==> src/rtl/addsub_share_arbiter.sv <==
// addsub_share_arbiter: round-robin time-sharing of one combinational add/sub unit
// among NREQ valid/ready requesters. Each accepted operation takes three cycles
// (IDLE grant -> EXEC -> RESP). The result returns as a one-cycle resp_valid pulse
// to the requester that issued the operation.
// Optional feature: define ADDSUB_ARB_SAT_EN to saturate resp_data on signed overflow.
module addsub_share_arbiter #(
  parameter int unsigned NREQ = 4,
  parameter int unsigned W    = 4
) (
  input  logic              clk,
  input  logic              rst_n,
  input  logic [NREQ-1:0]   req_valid,
  input  logic [NREQ*W-1:0] req_a,
  input  logic [NREQ*W-1:0] req_b,
  input  logic [NREQ-1:0]   req_op,
  output logic [NREQ-1:0]   req_ready,
  output logic [NREQ-1:0]   resp_valid,
  output logic [W-1:0]      resp_data,
  output logic              resp_carry,
  output logic              resp_overflow,
  output logic [W-1:0]      alu_a,
  output logic [W-1:0]      alu_b,
  output logic              alu_addsub,
  input  logic [W-1:0]      alu_out,
  input  logic              alu_carry,
  input  logic              alu_overflow,
  output logic              busy
);

  localparam int unsigned PW = (NREQ > 1) ? $clog2(NREQ) : 1;

  typedef enum logic [1:0] {
    IDLE = 2'd0,
    EXEC = 2'd1,
    RESP = 2'd2
  } state_t;

  state_t        state;
  logic [PW-1:0] rr_ptr;
  logic [PW-1:0] grant;

  logic          any_c;
  logic [PW-1:0] pick_c;
  logic [PW-1:0] idx_c;
  logic [W-1:0]  sel_a_c;
  logic [W-1:0]  sel_b_c;
  logic          sel_op_c;
  logic [W-1:0]  cap_data_c;

  // Round-robin search: the first pending requester after rr_ptr, with wrap-around
  always_comb begin
    any_c  = 1'b0;
    pick_c = '0;
    idx_c  = '0;
    for (int unsigned k = 1; k <= NREQ; k++) begin
      idx_c = PW'((32'(rr_ptr) + k) % NREQ);
      if (!any_c && req_valid[idx_c]) begin
        any_c  = 1'b1;
        pick_c = idx_c;
      end
    end
  end

  // Operand mux for the chosen requester
  always_comb begin
    sel_a_c  = '0;
    sel_b_c  = '0;
    sel_op_c = 1'b0;
    for (int unsigned i = 0; i < NREQ; i++) begin
      if (pick_c == PW'(i)) begin
        sel_a_c  = req_a[i*W +: W];
        sel_b_c  = req_b[i*W +: W];
        sel_op_c = req_op[i];
      end
    end
  end

  // Result to capture at the end of EXEC (optionally saturated on overflow)
  always_comb begin
    cap_data_c = alu_out;
`ifdef ADDSUB_ARB_SAT_EN
    if (alu_overflow) begin
      cap_data_c = alu_a[W-1] ? {1'b1, {(W-1){1'b0}}} : {1'b0, {(W-1){1'b1}}};
    end
`endif
  end

  // Arbiter FSM with registered handshake, operand and result outputs
  always_ff @(posedge clk or negedge rst_n) begin
    if (!rst_n) begin
      state         <= IDLE;
      rr_ptr        <= PW'(NREQ - 1);
      grant         <= '0;
      req_ready     <= '0;
      resp_valid    <= '0;
      resp_data     <= '0;
      resp_carry    <= 1'b0;
      resp_overflow <= 1'b0;
      alu_a         <= '0;
      alu_b         <= '0;
      alu_addsub    <= 1'b0;
      busy          <= 1'b0;
    end else begin
      req_ready  <= '0;
      resp_valid <= '0;
      case (state)
        IDLE: begin
          if (any_c) begin
            alu_a      <= sel_a_c;
            alu_b      <= sel_b_c;
            alu_addsub <= sel_op_c;
            req_ready  <= NREQ'(1) << pick_c;
            rr_ptr     <= pick_c;
            grant      <= pick_c;
            busy       <= 1'b1;
            state      <= EXEC;
          end
        end
        EXEC: begin
          resp_data     <= cap_data_c;
          resp_carry    <= alu_carry;
          resp_overflow <= alu_overflow;
          state         <= RESP;
        end
        RESP: begin
          resp_valid <= NREQ'(1) << grant;
          busy       <= 1'b0;
          state      <= IDLE;
        end
        default: begin
          busy  <= 1'b0;
          state <= IDLE;
        end
      endcase
    end
  end

endmodule
==> config.mk <==
export PLATFORM = sky130hd
export DESIGN_NAME = addsub_share_arbiter
export DESIGN_NICKNAME = d
export VERILOG_FILES = /design/src/rtl/addsub_share_arbiter.sv
export SDC_FILE = /design/constraint.sdc
export NUM_CORES = 1
export LEC_CHECK = 0
export BUFFER_PORTS_ARGS = -buffer_cell sky130_fd_sc_hd__buf_4
export CORE_ASPECT_RATIO = 0.5
export CORE_MARGIN = 3
export CORE_UTILIZATION = 40
export DETAILED_ROUTE_END_ITERATION = 10
export MAX_ROUTING_LAYER = met4
export PLACE_DENSITY = 0.78
export RECOVER_POWER = 25
export SETUP_SLACK_MARGIN = 0.3
export SYNTH_ARGS = -nofsm -noshare
export SYNTH_HDL_FRONTEND = slang
export SYNTH_SLANG_ARGS = --single-unit
==> constraint.sdc <==
create_clock -name clk -period 3.5 [get_ports clk]
set_input_delay 0.7 -clock clk [delete_from_list [all_inputs] [get_ports clk]]
set_output_delay 0.7 -clock clk [all_outputs]
set_load 0.01 [all_outputs]
==> results by group, run 1 <==
Clocking
  • Clock latency on the worst-skew pair: 280 ps
  • Post-CTS sizing: 0
  • Reg clk slew, reported paths: 70 ps
  • Num CTS Buffers: 5
  • Clock tree sinks: 30
  • Clk buf depth: 2
  • Hold Buf Count CTS: 0
  • Clock root cell: clkbuf_8
  • CTS tree: built
  • # Post-CTS Setup Buffers: 0
  • Maximum level of the CTS H-tree: 2

Critical path
  • Critical-path top delay cell: or3_1
  • Critical path arrival: between 2000 and 2500 ps
  • Worst-path fanout max: 17
  • Crit Path Category: input pin to register
  • Critical Path End Type: register
  • WP data required: between 3000 and 4000 ps
  • Critical path launch point type: input pin
  • CP Buf/Inv Count: 2
  • CP cell instances: buf_4, nor4_1, or3_1, clkinv_4, o21ai_0, o22ai_1
  • Slowest stage delay, CP: roughly 520 ps
  • Top Family by Delay on Critical Path: simple AND/OR/NAND/NOR gates

Logic synthesis
  • Synth Area per Inst: approximately 11 µm²
  • Syn Nets: ~190
  • Synthesized area: 0.00151 mm²
  • Number of flops mapped to enable cells by yosys: 0
  • Largest area contributor in the netlist: dfrtp_1
  • Unique masters post-synth: 34
  • Top FF cell, synth: dfrtp_1
  • Synth cell count leaders: dfrtp_1 (28), nand2_1 (18), nor2_1 (8)
  • Top-count cell post-synth: dfrtp_1
  • Cells after Synth: ~140
  • Register area share after synthesis: 0.498
  • Yosys warning count: 0
  • Ys async rst share: 1.00
  • Post-synth top area share: 0.463
  • Top cells by area, synth: dfrtp_1 (46%), nand2_1 (4.5%), mux2_2 (4.5%)
  • Yosys reg bits: 30

STA
  • Final hold vios: 0
  • Tcrit/Tclk final: 0.568
  • Crit path time final: about 2000 ps
  • Worst slew pin tran: ~1600 ps
  • Slew margin rel.: -0.0522
  • Final Setup Violations: 0
  • Fmax: approximately 500 MHz
  • Clock skew: ~4.2 ps
  • RSZ-0062 raised after global routing: false
  • Final setup TNS: 0 ps
  • Max-slew violation count: 31

Die
  • Die X: between 90 and 100 µm
  • Die Y-Extent: slightly below 50 µm
  • I/O Pins: just over 70
  • Row cnt: 15
  • Starting Density: 0.429
  • Die area: between 0.004 and 0.005 mm²
  • CORE AREA: about 0.0035 mm²

GRT
  • Grt ovf: 0
  • Tot GR Track Use: 0.177
  • First-pass GRT wire length: just over 6000 µm
  • Initial antenna violation count: 0
  • Number of global-route vias before repair: 1294
  • Largest net degree at the start of global routing: 31

Layout
  • Syn-to-layout area delta: 41.2%
  • Multi-input logic area: 672 µm²
  • Fillers: 309
  • Register Area: roughly 750 µm²
  • Post-Layout Cell Count: about 270
  • Layout Nets: about 260
  • Share of cells above drive strength 1: 0.414
  • Antenna Cells: 0
  • Post-layout util: 0.606

Routing
  • WL final: ~3800 µm
  • Via/cell ratio: between 5 and 6
  • DRC: 0
  • Routed vias: about 1400
  • Per-cell routed wire length: between 10 and 15 µm
  • Number of DRC markers in iteration 0: 40
  • TritonRoute pass-1 iters: 4
  • Final ANT Viol Nets: 0

Run
  • Max-Cap Viols: 1

Pwr
  • Peak VDD IR: slightly above 0.4 mV
  • LEAKAGE: roughly 1.0 nW
  • Power Density: 818 mW/mm²

Place
  • Placed wire-length estimate: about 2800 µm
  • Port-buffer cells: 71
  • Cell count after placement: 258
  • Routability cong.: 0.915

Worst hold path
  • Worst hold path class: register to register

Outcome
  • Status: finished with violations
  • Failing checks: max-capacitance violations, max-slew violations
==> flip-flops by register name, summed over array words and instances, names as in the netlist <==
name           flops
rr_ptr             2
resp_valid         4
alu_a              4
grant              2
resp_carry         1
resp_data          4
busy               1
state              2
alu_b              4
req_ready          4
resp_overflow      1
alu_addsub         1
==> power by group <==
part           switching (mW)  total (mW)  internal (mW)
clock                   0.128       0.286          0.158
combinational           0.417       0.837          0.420
sequential              0.116       0.625          0.509
==> per-stage QoR <==
| step | power (mW) | cell area [µm²] | hold slack (ps) | worst slack (ps) |
|---|---|---|---|---|
| 2_1_floorplan | 1.18 | 1510 | 404 | 1650 |
| 3_3_place_gp | 1.45 | 2050 | 485 | 1290 |
| 3_5_place_dp | 1.47 | 2050 | 494 | 1230 |
| 4_1_cts | 1.76 | 2140 | 352 | 1520 |
| 5_1_grt | 1.88 | 2140 | 513 | 1380 |
| 6_report | 1.75 | 2140 | 496 | 1510 |
==> final timing paths <==
kind / from / end / slack, ps / depth (start not counted)
max in group asynchronous: rst_n / busy / 1780 / 1
setup / recovery: req_valid[3] / alu_b[2] / 1510 / 6
min in group asynchronous: rst_n / req_ready[0] / 810 / 1
hold reg to reg: state[1] / req_ready[3] / 500 / 1
setup reg to reg: rr_ptr[0] / alu_addsub / 1680 / 5
hold / removal: state[1] / req_ready[3] / 500 / 1
==> cells in the final DEF, fill, tap and decap left out, types with 2 or more instances in the layout <==
cell type	count
or3_1	2
mux2i_1	4
o221ai_1	6
nand2_1	18
o21ai_0	5
and3_1	3
buf_4	71
a21boi_1	5
dfstp_2	2
a221oi_1	3
nand2b_1	5
clkbuf_8	6
inv_1	3
nor3_1	3
dfrtp_1	28
o22ai_1	3
a21oi_1	6
a21o_1	4
clkbuf_1	2
nor2b_1	2
a21boi_0	3
a32oi_1	6
nor2_1	8
mux2_2	6
==> logic make-up (layout without fill, tap and decap cells) <==
logic type,count (synthesis),in the layout,synth area share
muxes,10,10,0.0711
and+or+nand+nor,44,44,0.138
AOI/OAI and AO/OA,47,47,0.235
DFF,30,30,0.498
buffers and inverters,13,84,0.0587
==> layer usage <==
metal / vias to the layer above / share of wire / wire length [µm] / GRT usage
met4: 0 / 0.016 / 62 / 0.0560
met3: 9 / 0.11 / 400 / 0.0640
met2: 66 / 0.43 / 1630 / 0.271
met5: - / 0 / 0 / -
li1: 675 / - / - / -
met1: 632 / 0.45 / 1690 / 0.220
==> cell type report <==
class	count	area share
flip-flops and latches	30	0.352
multi-input cells	101	0.314
repair buffers	72	0.251
clock buffers	7	0.0404
well taps	51	0.0299
inverters	4	0.00937
clock inverters	1	0.00234
Note: power is estimated with default switching activity, not from simulation.
==> run 2, diff against run 1 <==
--- a/config.mk
+++ b/config.mk
@@ -11,7 +11,7 @@
 export CORE_UTILIZATION = 40
 export DETAILED_ROUTE_END_ITERATION = 10
 export MAX_ROUTING_LAYER = met4
-export PLACE_DENSITY = 0.78
+export PLACE_DENSITY = 0.8
 export RECOVER_POWER = 25
 export SETUP_SLACK_MARGIN = 0.3
 export SYNTH_ARGS = -nofsm -noshare
==> constraint.sdc (replaced) <==
create_clock -name clk -period 1.8 [get_ports clk]
set_input_delay 0.36 -clock clk [delete_from_list [all_inputs] [get_ports clk]]
set_output_delay 0.36 -clock clk [all_outputs]
set_load 0.01 [all_outputs]
==> run 2 against run 1 <==
Compared with the run above: the run now ends clean; clock power is 96% higher; clock skew is 2.4 ps higher; non-clock buffer count increased by 18; via count is 13% higher; largest power group unchanged; highest routed layer unchanged.
==> results by group, run 2 (synthesis gave the netlist of run 1 again) <==
Clocking
  • Maximum level of the CTS H-tree: 2
  • Reg clk slew, reported paths: 70 ps
  • Clock root cell: clkbuf_8
  • Clock latency on the worst-skew pair: between 200 and 300 ps
  • CTS tree: built
  • Num CTS Buffers: 5
  • Clock tree sinks: 30
  • Clk buf depth: 2

Place
  • Placed wire-length estimate: just under 3000 µm
  • Port-buffer cells: 71
  • Routability cong.: slightly above 0.8
  • Placed cell areas: approximately 0.0021 mm²

Routing
  • Per-cell routed wire length: 16.3 µm
  • DRC: 0
  • TritonRoute pass-1 iters: 4
  • Final ANT Viol Nets: 0
  • Routed vias: between 1500 and 2000
  • Via/cell ratio: between 5 and 6
  • WL final: between 4000 and 5000 µm
  • Number of DRC markers in iteration 0: around 110

GRT
  • Tot GR Track Use: 0.219
  • First-pass GRT wire length: 7450 µm
  • Largest net degree at the start of global routing: 31
  • Grt ovf: 0
  • Number of global-route vias before repair: roughly 1600
  • Initial antenna violation count: 0

Layout
  • Most frequent cells in the layout: buf_4 (83), dfrtp_1 (28), nand2_1 (18)
  • Most common library cell in the layout ignoring fill and taps: buf_4
  • Layout Nets: between 200 and 300
  • Share of cells above drive strength 1: 0.564
  • Syn-to-layout area delta: 64.0%
  • Post-route cell area: between 0.002 and 0.0025 mm²
  • Antenna Cells: 0

Critical path
  • Critical-path top delay cell: dfstp_2
  • Register-to-Register Path Depth: 5
  • Critical path launch point type: register
  • Crit Path Category: register to register
  • Critical path arrival: 1900 ps
  • Critical Path End Type: register
  • Slowest stage delay, CP: 630 ps
  • CP cell instances: nor2b_4, nand2b_4, o311ai_4, o221ai_2, a32oi_1
  • WP data required: 1970 ps
  • Worst R2R End: alu_a[1]
  • Worst-path fanout max: 8
  • Reg-to-Reg Start: rr_ptr[1]
  • R2R Setup Slk: between 60 and 70 ps

Outcome
  • Status: finished, final reports clean

STA
  • Tcrit/Tclk final: 0.963
  • Final Setup Violations: 0
  • Final setup TNS: 0 ps
  • RSZ-0062 raised after global routing: true
  • Max-slew violation count: 0
  • Final hold vios: 0
  • Clock skew: between 6 and 7 ps
  • Slew margin rel.: 0.493
  • Crit path time final: about 1700 ps
  • Worst slew pin tran: 761 ps
  • Fmax: just under 600 MHz

Pwr
  • Power Density: around 1600 mW/mm²
  • Peak VDD IR: 0.846 mV
  • Total power draw: 4.05 mW
  • LEAKAGE: 1.19 nW

Die
  • Row cnt: 15
  • Die X: just over 90 µm
  • Die area: about 0.0046 mm²
  • Starting Density: 0.429
  • Die Y-Extent: slightly below 50 µm
  • CORE AREA: about 0.0035 mm²
  • I/O Pins: around 70

Worst hold path
  • Sink of the worst hold path: resp_carry
  • Worst hold path class: input pin to register
  • Min-delay src: alu_carry
  • Cell count of the worst hold path: 2

Run
  • Max-Cap Viols: 0
[run 2: critical path, delay by kind of cell, from the launching register on]
family           cells  cell delay, ps
flip-flops           1             630
AO/OA/AOI/OAI        3             540
AND/OR/NAND/NOR      2             440
[run 2: area by class of cell]
type	instances	area [µm²]
Clock buffer	7	86.3
Clock inverter	1	5.00
Fill cell	253	1050
Inverter	4	20.0
Multi-Input combinational cell	102	842
Sequential cell	30	753
Tap cell	51	63.8
Timing Repair Buffer	90	712
[run 2: stage by stage]
| step | setup WS, ps | util | std cells | hold WS [ps] |
|---|---|---|---|---|
| after global placement | -105 | 0.609 | 265 | 301 |
| after global routing | 2.01 | 0.704 | 285 | 305 |
| final | 66.8 | 0.704 | 285 | 305 |
| after detailed placement | -169 | 0.609 | 265 | 311 |
| after floorplan | 272 | - | 144 | 64.4 |
| after CTS | 152 | 0.684 | 284 | 301 |
[run 2: how the worst max path moves through the flow]
stage,start,end,slack [ps]
2_1_floorplan,rr_ptr[0],req_ready[0],270
3_3_place_gp,req_valid[0],alu_b[1],-110
3_5_place_dp,req_valid[0],alu_addsub,-170
4_1_cts,rr_ptr[1],alu_a[0],150
5_1_grt,rr_ptr[0],alu_a[0],2
6_report,rr_ptr[1],alu_a[1],70
[run 2: metal layers]
metal	up-vias	routed length, µm	GRT usage
met5	-	0	-
met4	0	69	0.0779
met3	9	440	0.0671
met2	79	2280	0.372
met1	762	1860	0.247
li1	713	-	-
[run 2: what timing repair did]
item | CTS | global route
setup buffers | 9 | 1
pin swaps | 6 | 6
hold buffers | 1 | 0
gates cloned | 1 | 0
gates resized for setup | 17 | 11
endpoints found under the setup margin | 17 | 17
endpoints found under the hold margin | 2 | 0
[run 2: where the power goes]
| group | switching [mW] | internal [mW] |
|---|---|---|
| combinational | 1.09 | 1.19 |
| clock | 0.253 | 0.308 |
| sequential | 0.219 | 0.989 |
==> run 3, diff against run 2 <==
--- a/config.mk
+++ b/config.mk
@@ -6,12 +6,12 @@
 export NUM_CORES = 1
 export LEC_CHECK = 0
 export BUFFER_PORTS_ARGS = -buffer_cell sky130_fd_sc_hd__buf_4
-export CORE_ASPECT_RATIO = 0.5
+export CORE_ASPECT_RATIO = 0.6
 export CORE_MARGIN = 3
-export CORE_UTILIZATION = 40
+export CORE_UTILIZATION = 41
 export DETAILED_ROUTE_END_ITERATION = 10
 export MAX_ROUTING_LAYER = met4
-export PLACE_DENSITY = 0.8
+export PLACE_DENSITY = 0.82
 export RECOVER_POWER = 25
 export SETUP_SLACK_MARGIN = 0.3
 export SYNTH_ARGS = -nofsm -noshare
==> run 3 against run 2 <==
Compared with the run above: count of clock-buffer cells in the layout stayed put; register-to-register slack better by 50 ps; cell count decreased by 1.8%; via count grew 0.38%; critical path type unchanged.
==> results by group, run 3 (synthesis gave the netlist of run 1 again) <==
Outcome
  • Status: finished, final reports clean

Run
  • Max-Cap Viols: 0

STA
  • RSZ-0062 raised after global routing: true
  • Final Setup Violations: 0
  • Final setup TNS: 0 ps
  • Crit path time final: roughly 1700 ps
  • Final hold vios: 0
  • Clock skew: roughly 8 ps
  • Max-slew violation count: 0
  • Worst slew pin tran: roughly 750 ps
  • Slew margin rel.: 0.502
  • Fmax: ~590 MHz
  • Tcrit/Tclk final: 0.935

Place
  • Port-buffer cells: just over 70
  • Placed cell areas: 0.00212 mm²
  • Cell count after placement: between 200 and 300
  • Placed wire-length estimate: 3290 µm
  • Routability cong.: around 0.83

Critical path
  • Worst R2R End: req_ready[0]
  • Critical path launch point type: register
  • R2R Setup Slk: roughly 120 ps
  • Register-to-Register Path Depth: 5
  • Beginning of the critical path: rr_ptr[1]
  • Critical path arrival: 1910 ps
  • Worst-path fanout max: 7
  • End of the critical path: req_ready[0]
  • WP data required: ~2000 ps
  • Critical Path End Type: register
  • Reg-to-Reg Start: rr_ptr[1]
  • Crit Path Category: register to register

Layout
  • Post-layout util: 0.724
  • Layout Nets: around 280
  • Post-Layout Cell Count: 280
  • Share of cells above drive strength 1: 0.574
  • Most frequent cells in the layout: buf_4 (88), dfrtp_1 (28), nand2_1 (18)
  • Post-route cell area: ~0.0025 mm²
  • Syn-to-layout area delta: 62.7%
  • Antenna Cells: 0
  • Most common library cell in the layout ignoring fill and taps: buf_4

Die
  • CORE AREA: roughly 0.0034 mm²
  • I/O Pins: 72
  • Die X: 84.5 µm
  • Die area: approximately 0.0045 mm²
  • Die Y-Extent: 53.1 µm
  • Starting Density: 0.445
  • Row cnt: 16

Routing
  • DRC: 0
  • Routed wl met2: around 2300 µm
  • Per-cell routed wire length: roughly 18 µm
  • Routed vias: ~1600
  • WL met1: roughly 2300 µm
  • Number of DRC markers in iteration 0: 63
  • Via/cell ratio: 5.60
  • Top sig layer: met4
  • Metal3 WL: slightly below 500 µm
  • WL final: approximately 5100 µm
  • Final ANT Viol Nets: 0
  • TritonRoute pass-1 iters: 4

Clocking
  • Num CTS Buffers: 5
  • CTS tree: built
  • Maximum level of the CTS H-tree: 2
  • Clock latency on the worst-skew pair: slightly below 300 ps
  • Clk buf depth: 2
  • Reg clk slew, reported paths: 60 ps
  • Clock root cell: clkbuf_8
  • Clock tree sinks: 30

Pwr
  • LEAKAGE: ~1.2 nW
  • Power Density: 1660 mW/mm²
  • Peak VDD IR: slightly below 0.8 mV

GRT
  • Initial antenna violation count: 0
  • First-pass GRT wire length: roughly 7500 µm
  • Tot GR Track Use: 0.230
  • Largest net degree at the start of global routing: 31
  • Number of global-route vias before repair: between 1000 and 1500
  • Grt ovf: 0

Worst hold path
  • Cell count of the worst hold path: 2
  • Worst hold path class: input pin to register
-- run 3: changes by cell type in the layout (fill, tap and decap cells not counted), moves of 3 or more --
cell	previous run	this run
a21boi_2	0	4
a21boi_1	6	3
o221ai_2	6	1
buf_4	83	88
o221ai_1	0	5
-- run 3: cell type report --
class,count,area [µm²]
clock buffers,7,86.3
clock inverters,1,5.00
fillers,238,940
inverters,4,20.0
multi-input cells,101,845
flip-flops and latches,30,753
well taps,45,56.3
repair buffers,92,698
-- run 3: layer usage --
layer  global-route usage  vias to the layer above
met1                0.308                      747
met2                0.332                       94
met4               0.0658                        0
met3               0.0824                       15
li1                     -                      713
met5                    -                        -
-- run 3: per-stage QoR --
stage | hold WS [ps] | setup slack, ps | total power [mW]
floorplan | 64.4 | 272 | 2.38
global placement | 308 | 44.5 | 2.97
detailed placement | 308 | -12.3 | 3.02
CTS | 297 | 200 | 3.87
global route | 293 | 31.0 | 4.34
finish | 306 | 117 | 4.08
-- run 3: power breakdown --
part / leakage (nW) / internal (mW) / switching (mW)
sequential: 0.367 / 0.990 / 0.222
clock: 0.0482 / 0.308 / 0.256
combinational: 0.770 / 1.19 / 1.12
total: 1.18 / 2.48 / 1.60
-- run 3: critical path, cell delays in order, from the launching register on --
cell and delay [ps]:
dfstp_2 610, buf_6 130, mux2i_1 280, o221a_4 310, buf_6 130, and3_4 160
-- run 3: how the worst min path moves through the flow --
stage | startpoint | end
after CTS | alu_out[1] | resp_data[1]
after global routing | alu_carry | resp_carry
final | alu_out[1] | resp_data[1]
after detailed placement | rst_n | req_ready[0]
after floorplan | rst_n | alu_a[0]
after global placement | rst_n | resp_data[0]
-- run 3: what timing repair did --
action	4_1_cts	5_1_grt
buffers inserted	6	7
hold buffers	1	0
hold endpoints to repair	7	0
endpoints found under the setup margin	13	17
gates cloned	0	0
gates resized for setup	23	7
pin swaps	11	7
